===== src/rtl/game_timer.sv =====
// Play-time counter for the end-of-game screen: counts {minutes, seconds} from start to game_over.
// All outputs are registered; the prescaler divides pclk down to one tick per second.
module game_timer #(
    parameter int CLK_FREQ = 65_000_000,
    parameter int MAX_MIN  = 59
) (
    input  logic        pclk,
    input  logic        rst,
    input  logic        start,
    input  logic        pause,
    input  logic        game_over,
    input  logic        clear,
    output logic [11:0] game_time,
    output logic        running,
    output logic        endgame_en,
    output logic        sec_tick,
    output logic        saturated
);

    localparam int          PW   = (CLK_FREQ > 1) ? $clog2(CLK_FREQ) : 1;
    localparam logic [PW-1:0] TC = PW'(CLK_FREQ - 1);
    localparam logic [5:0]  MAXM = 6'(MAX_MIN);

    typedef enum logic [1:0] {
        S_IDLE,
        S_RUN,
        S_FIN
    } state_t;

    state_t        r_state, w_state_nx;
    logic [PW-1:0] r_presc, w_presc_nx;
    logic [5:0]    r_min, w_min_nx;
    logic [5:0]    r_sec, w_sec_nx;
    logic          r_run, w_run_nx;
    logic          r_end, w_end_nx;
    logic          r_tick, w_tick_nx;
    logic          r_sat, w_sat_nx;

    logic          w_last;

    assign w_last = (r_presc == TC);

    always_comb begin
        w_state_nx = r_state;
        w_presc_nx = r_presc;
        w_min_nx   = r_min;
        w_sec_nx   = r_sec;
        w_run_nx   = r_run;
        w_end_nx   = r_end;
        w_tick_nx  = 1'b0;
        w_sat_nx   = r_sat;

        if (clear) begin
            w_state_nx = S_IDLE;
            w_presc_nx = '0;
            w_min_nx   = '0;
            w_sec_nx   = '0;
            w_run_nx   = 1'b0;
            w_end_nx   = 1'b0;
            w_sat_nx   = 1'b0;
        end else begin
            case (r_state)
                S_RUN: begin
                    if (!pause) begin
                        w_presc_nx = w_last ? '0 : r_presc + PW'(1);
                        // Once saturated the time freezes; the prescaler may keep spinning harmlessly.
                        if (w_last && !r_sat) begin
                            w_tick_nx = 1'b1;
                            if (r_sec == 6'd59) begin
                                w_sec_nx = '0;
                                w_min_nx = r_min + 6'd1;
                            end else begin
                                w_sec_nx = r_sec + 6'd1;
                            end
                            if (r_min == MAXM && r_sec == 6'd58)
                                w_sat_nx = 1'b1;
                        end
                    end
                    if (game_over) begin
                        w_state_nx = S_FIN;
                        w_run_nx   = 1'b0;
                        w_end_nx   = 1'b1;
                    end
                end
                S_IDLE, S_FIN: begin
                    if (start) begin
                        w_state_nx = S_RUN;
                        w_presc_nx = '0;
                        w_min_nx   = '0;
                        w_sec_nx   = '0;
                        w_run_nx   = 1'b1;
                        w_end_nx   = 1'b0;
                        w_sat_nx   = 1'b0;
                    end
                end
                default: begin
                    w_state_nx = S_IDLE;
                    w_presc_nx = '0;
                    w_min_nx   = '0;
                    w_sec_nx   = '0;
                    w_run_nx   = 1'b0;
                    w_end_nx   = 1'b0;
                    w_sat_nx   = 1'b0;
                end
            endcase
        end
    end

    always_ff @(posedge pclk or posedge rst) begin
        if (rst) begin
            r_state <= S_IDLE;
            r_presc <= '0;
            r_min   <= '0;
            r_sec   <= '0;
            r_run   <= 1'b0;
            r_end   <= 1'b0;
            r_tick  <= 1'b0;
            r_sat   <= 1'b0;
        end else begin
            r_state <= w_state_nx;
            r_presc <= w_presc_nx;
            r_min   <= w_min_nx;
            r_sec   <= w_sec_nx;
            r_run   <= w_run_nx;
            r_end   <= w_end_nx;
            r_tick  <= w_tick_nx;
            r_sat   <= w_sat_nx;
        end
    end

    assign game_time  = {r_min, r_sec};
    assign running    = r_run;
    assign endgame_en = r_end;
    assign sec_tick   = r_tick;
    assign saturated  = r_sat;

endmodule


===== config.mk =====
export PLATFORM = sky130hd
export DESIGN_NAME = game_timer
export DESIGN_NICKNAME = d
export VERILOG_FILES = /design/src/rtl/game_timer.sv
export SDC_FILE = /design/constraint.sdc
export NUM_CORES = 1
export LEC_CHECK = 0
export CAP_MARGIN = 25
export CORE_MARGIN = 2
export CORE_UTILIZATION = 57
export CTS_CLUSTER_DIAMETER = 80
export CTS_CLUSTER_SIZE = 40
export DETAILED_ROUTE_END_ITERATION = 8
export PLACE_DENSITY = 0.9
export SLEW_MARGIN = 15
export SYNTH_ARGS = -nofsm -noshare
export SYNTH_HDL_FRONTEND = slang
export SYNTH_SLANG_ARGS = --single-unit

===== constraint.sdc =====
create_clock -name pclk -period 2.7 [get_ports pclk]
set_input_delay 0.54 -clock pclk [delete_from_list [all_inputs] [get_ports pclk]]
set_output_delay 0.54 -clock pclk [all_outputs]
set_load 0.1 [all_outputs]

==> results.md <==
* Core Region at 4030 sq um
* Critical path class: reg2reg
* Root Buffer: clkbuf_8
* Final period util at 0.929
* Number of rows in the core area at 23
* PwrDens at 486 nW/um^2
* Synth warn at 0
* Final HPWL from detailed placement at 4100 um
* PortBufs at 21
* Non-Filler Instances at 342
* Final hold vios at 0
* WL/cell at 16.9 um
* Post-synth EDFFs at 0
* Clock Tree Buf Depth at 2
* Cts hold-fix bufs at 0
* Inst Count DP at 334
* Final setup violation count at 0
* Die ar. at 4760 sq um
* Fmax at 0.399 GHz
* Die X at 69.0 um
* # fillers at 305
* RSZ-0062 raised after global routing: false
* Commonest non-fill, non-tap cell in the layout: dfrtp_1
* IO Count at 22
* Clock-pin transition on the worst setup and hold timing paths at 0.09 ns
* Vias at 2221
* Clk_lat worst skew at 0.30 ns
* GPL Wtd Cong at 0.884
* Area delta synth->final at 17.9%
* Area share of the largest cell type after synthesis at 0.447
* Layout cell share with drive strength beyond 1 at 0.185
* 1st-iter DRT viols at 251
* Status: complete, no violations
* CP Max Fanout at 7
* DRT Pass-1 Iters at 5
* Antenna violations before repair at 0
* CTS Sinks at 43
* Arrival @ worst endpoint at 2.68 ns
* N_diodes at 0
* Cell Area, Placed at 2710 sq um
* Starting density of the core at 0.597
* Tmin final at 2.51 ns
* TritonCTS Buffers at 5
* Register area share after synthesis at 0.447
* Nets at 301
* Max_slew headroom at 0.621
* Slew Limit Fails at 0
* Syn Nets at 266
* Post-synthesis cell area at 2410 sq um
* Final WL at 5800 um
* PostCTS Resize Cnt at 0
* Worst EP required at 2.88 ns
* H-tree Lvls at 2
* Type of origin of the critical path: flip-flop
* Grt total ovfl at 0
* Leakage Power at 1.22 nW
* Vias in the first global route at 2010
* Most frequent cells in the layout: 43 x dfrtp_1, 35 x nor2_1, 32 x buf_4, 19 x nand2_1
* Number of max-cap violations at 0
* Area leader, netlist: dfrtp_1
* Skew final at 0.00878 ns
* Synth top area cells: dfrtp_1 45%, nor2_1 5.5%, xor2_1 4.4%
* VDD IR max at 0.342 mV
* Synth cell types at 52
* Setup crit end kind: flip-flop
* CTS tree: yes
* Ys flop type: dfrtp_1
* Setup TNS at 0 ns
* Fin area at 2840 sq um
* Die Height at 69.0 um
* Largest net degree at the start of global routing at 17
* Hold Path Class: reg2reg
* Cells after Synth at 256
* Setup bufs post-CTS at 0
* GRT Overall Usage at 0.272
* Vias per cell at 6.49
* Tot Pwr at 1.38 mW
* Synth async-reset ratio at 1.00
* First-pass GRT wire length at 9410 um
* Worst slew pin tran at 0.568 ns
* DRC viols at 0
* Synthesized flop and latch total at 43
* DRT antenna net count at 0
* Mean Syn Cell Area at 9.40 sq um
## final timing paths
| path | slack [ns] | from | endpoint | cells after the start |
|---|---|---|---|---|
| setup / recovery | 0.19 | r_presc[10]$_DFFE_PP0P_ | r_min[2]$_DFFE_PP0P_ | 6 |
| hold / removal | 0.54 | r_presc[1]$_DFFE_PP0P_ | r_presc[1]$_DFFE_PP0P_ | 1 |
| setup reg to reg | 0.19 | r_presc[10]$_DFFE_PP0P_ | r_min[2]$_DFFE_PP0P_ | 6 |
| hold reg to reg | 0.54 | r_presc[1]$_DFFE_PP0P_ | r_presc[1]$_DFFE_PP0P_ | 1 |
| max in group asynchronous | 1.49 | rst | r_presc[13]$_DFFE_PP0P_ | 3 |
| min in group asynchronous | 0.59 | rst | r_presc[16]$_DFFE_PP0P_ | 2 |
## synthesized netlist by cell type (2+ instances only)
library cell / instances
dfrtp_1: 43
nor2_1: 35
nand2_1: 19
nand3_1: 14
nand4_1: 14
a21oi_1: 12
xor2_1: 12
nor3_1: 11
o21ai_0: 10
xnor2_1: 8
inv_1: 6
and3_1: 5
and4_1: 4
clkbuf_1: 4
ha_1: 4
nor4_1: 4
buf_4: 3
o21a_1: 3
or3_1: 3
or3b_2: 3
a31oi_1: 2
a32o_1: 2
a41o_1: 2
and2_1: 2
mux2i_1: 2
nor2_2: 2
o41ai_1: 2
## final cells by class
cell class / instances / area (sq um) / area share
multi-input combinational: 198 / 1250 / 0.442
timing repair buffer: 37 / 290 / 0.102
inverter: 6 / 22.5 / 0.00794
sequential: 43 / 1080 / 0.379
clock inverter: 2 / 60.1 / 0.0212
clock buffer: 6 / 72.6 / 0.0256
tap: 50 / 62.6 / 0.0220
## metal layers
metal,vias up,global-route usage,wire [um]
li1,1010,-,-
met1,1064,0.382,2510
met2,127,0.410,2660
met3,20,0.0487,467
met4,0,0.120,156
met5,-,0,0
## power by group
group          total (mW)  internal (mW)  switching, mW  leakage, nW
clock network       0.592          0.370          0.222       0.0654
logic               0.132         0.0421         0.0899        0.558
registers           0.655          0.648        0.00719        0.598
total                1.38           1.06          0.319         1.22
## critical path, cell delays in order, from the launching register on
cell and delay [ns]:
dfrtp_1 0.44, or4b_4 0.57, nor4_4 0.48, nand4_2 0.20, and2_1 0.24, buf_4 0.17, o41ai_1 0.28
## stage by stage
| stage | utilization | worst slack (ns) | hold WS, ns |
|---|---|---|---|
| floorplan | - | 0.193 | 0.484 |
| global placement | 0.671 | 0.202 | 0.503 |
| detailed placement | 0.671 | 0.0958 | 0.525 |
| CTS | 0.704 | 0.214 | 0.542 |
| global route | 0.704 | 0.120 | 0.569 |
| finish | 0.704 | 0.193 | 0.537 |
## cells by family after synthesis
family	after synthesis	share of synthesized area
compound gates	42	0.117
xor+xnor	20	0.0728
fa+ha+maj	4	0.0208
buf+inv	15	0.0317
flops	43	0.447
mux	3	0.0146
simple gates	129	0.296
## registers in the layout (all words and copies together) (netlist names)
name,flops
r_min,6
r_state,2
r_presc,26
r_sec,6
running,1
saturated,1
sec_tick,1
(Power assumes the default switching activity.)
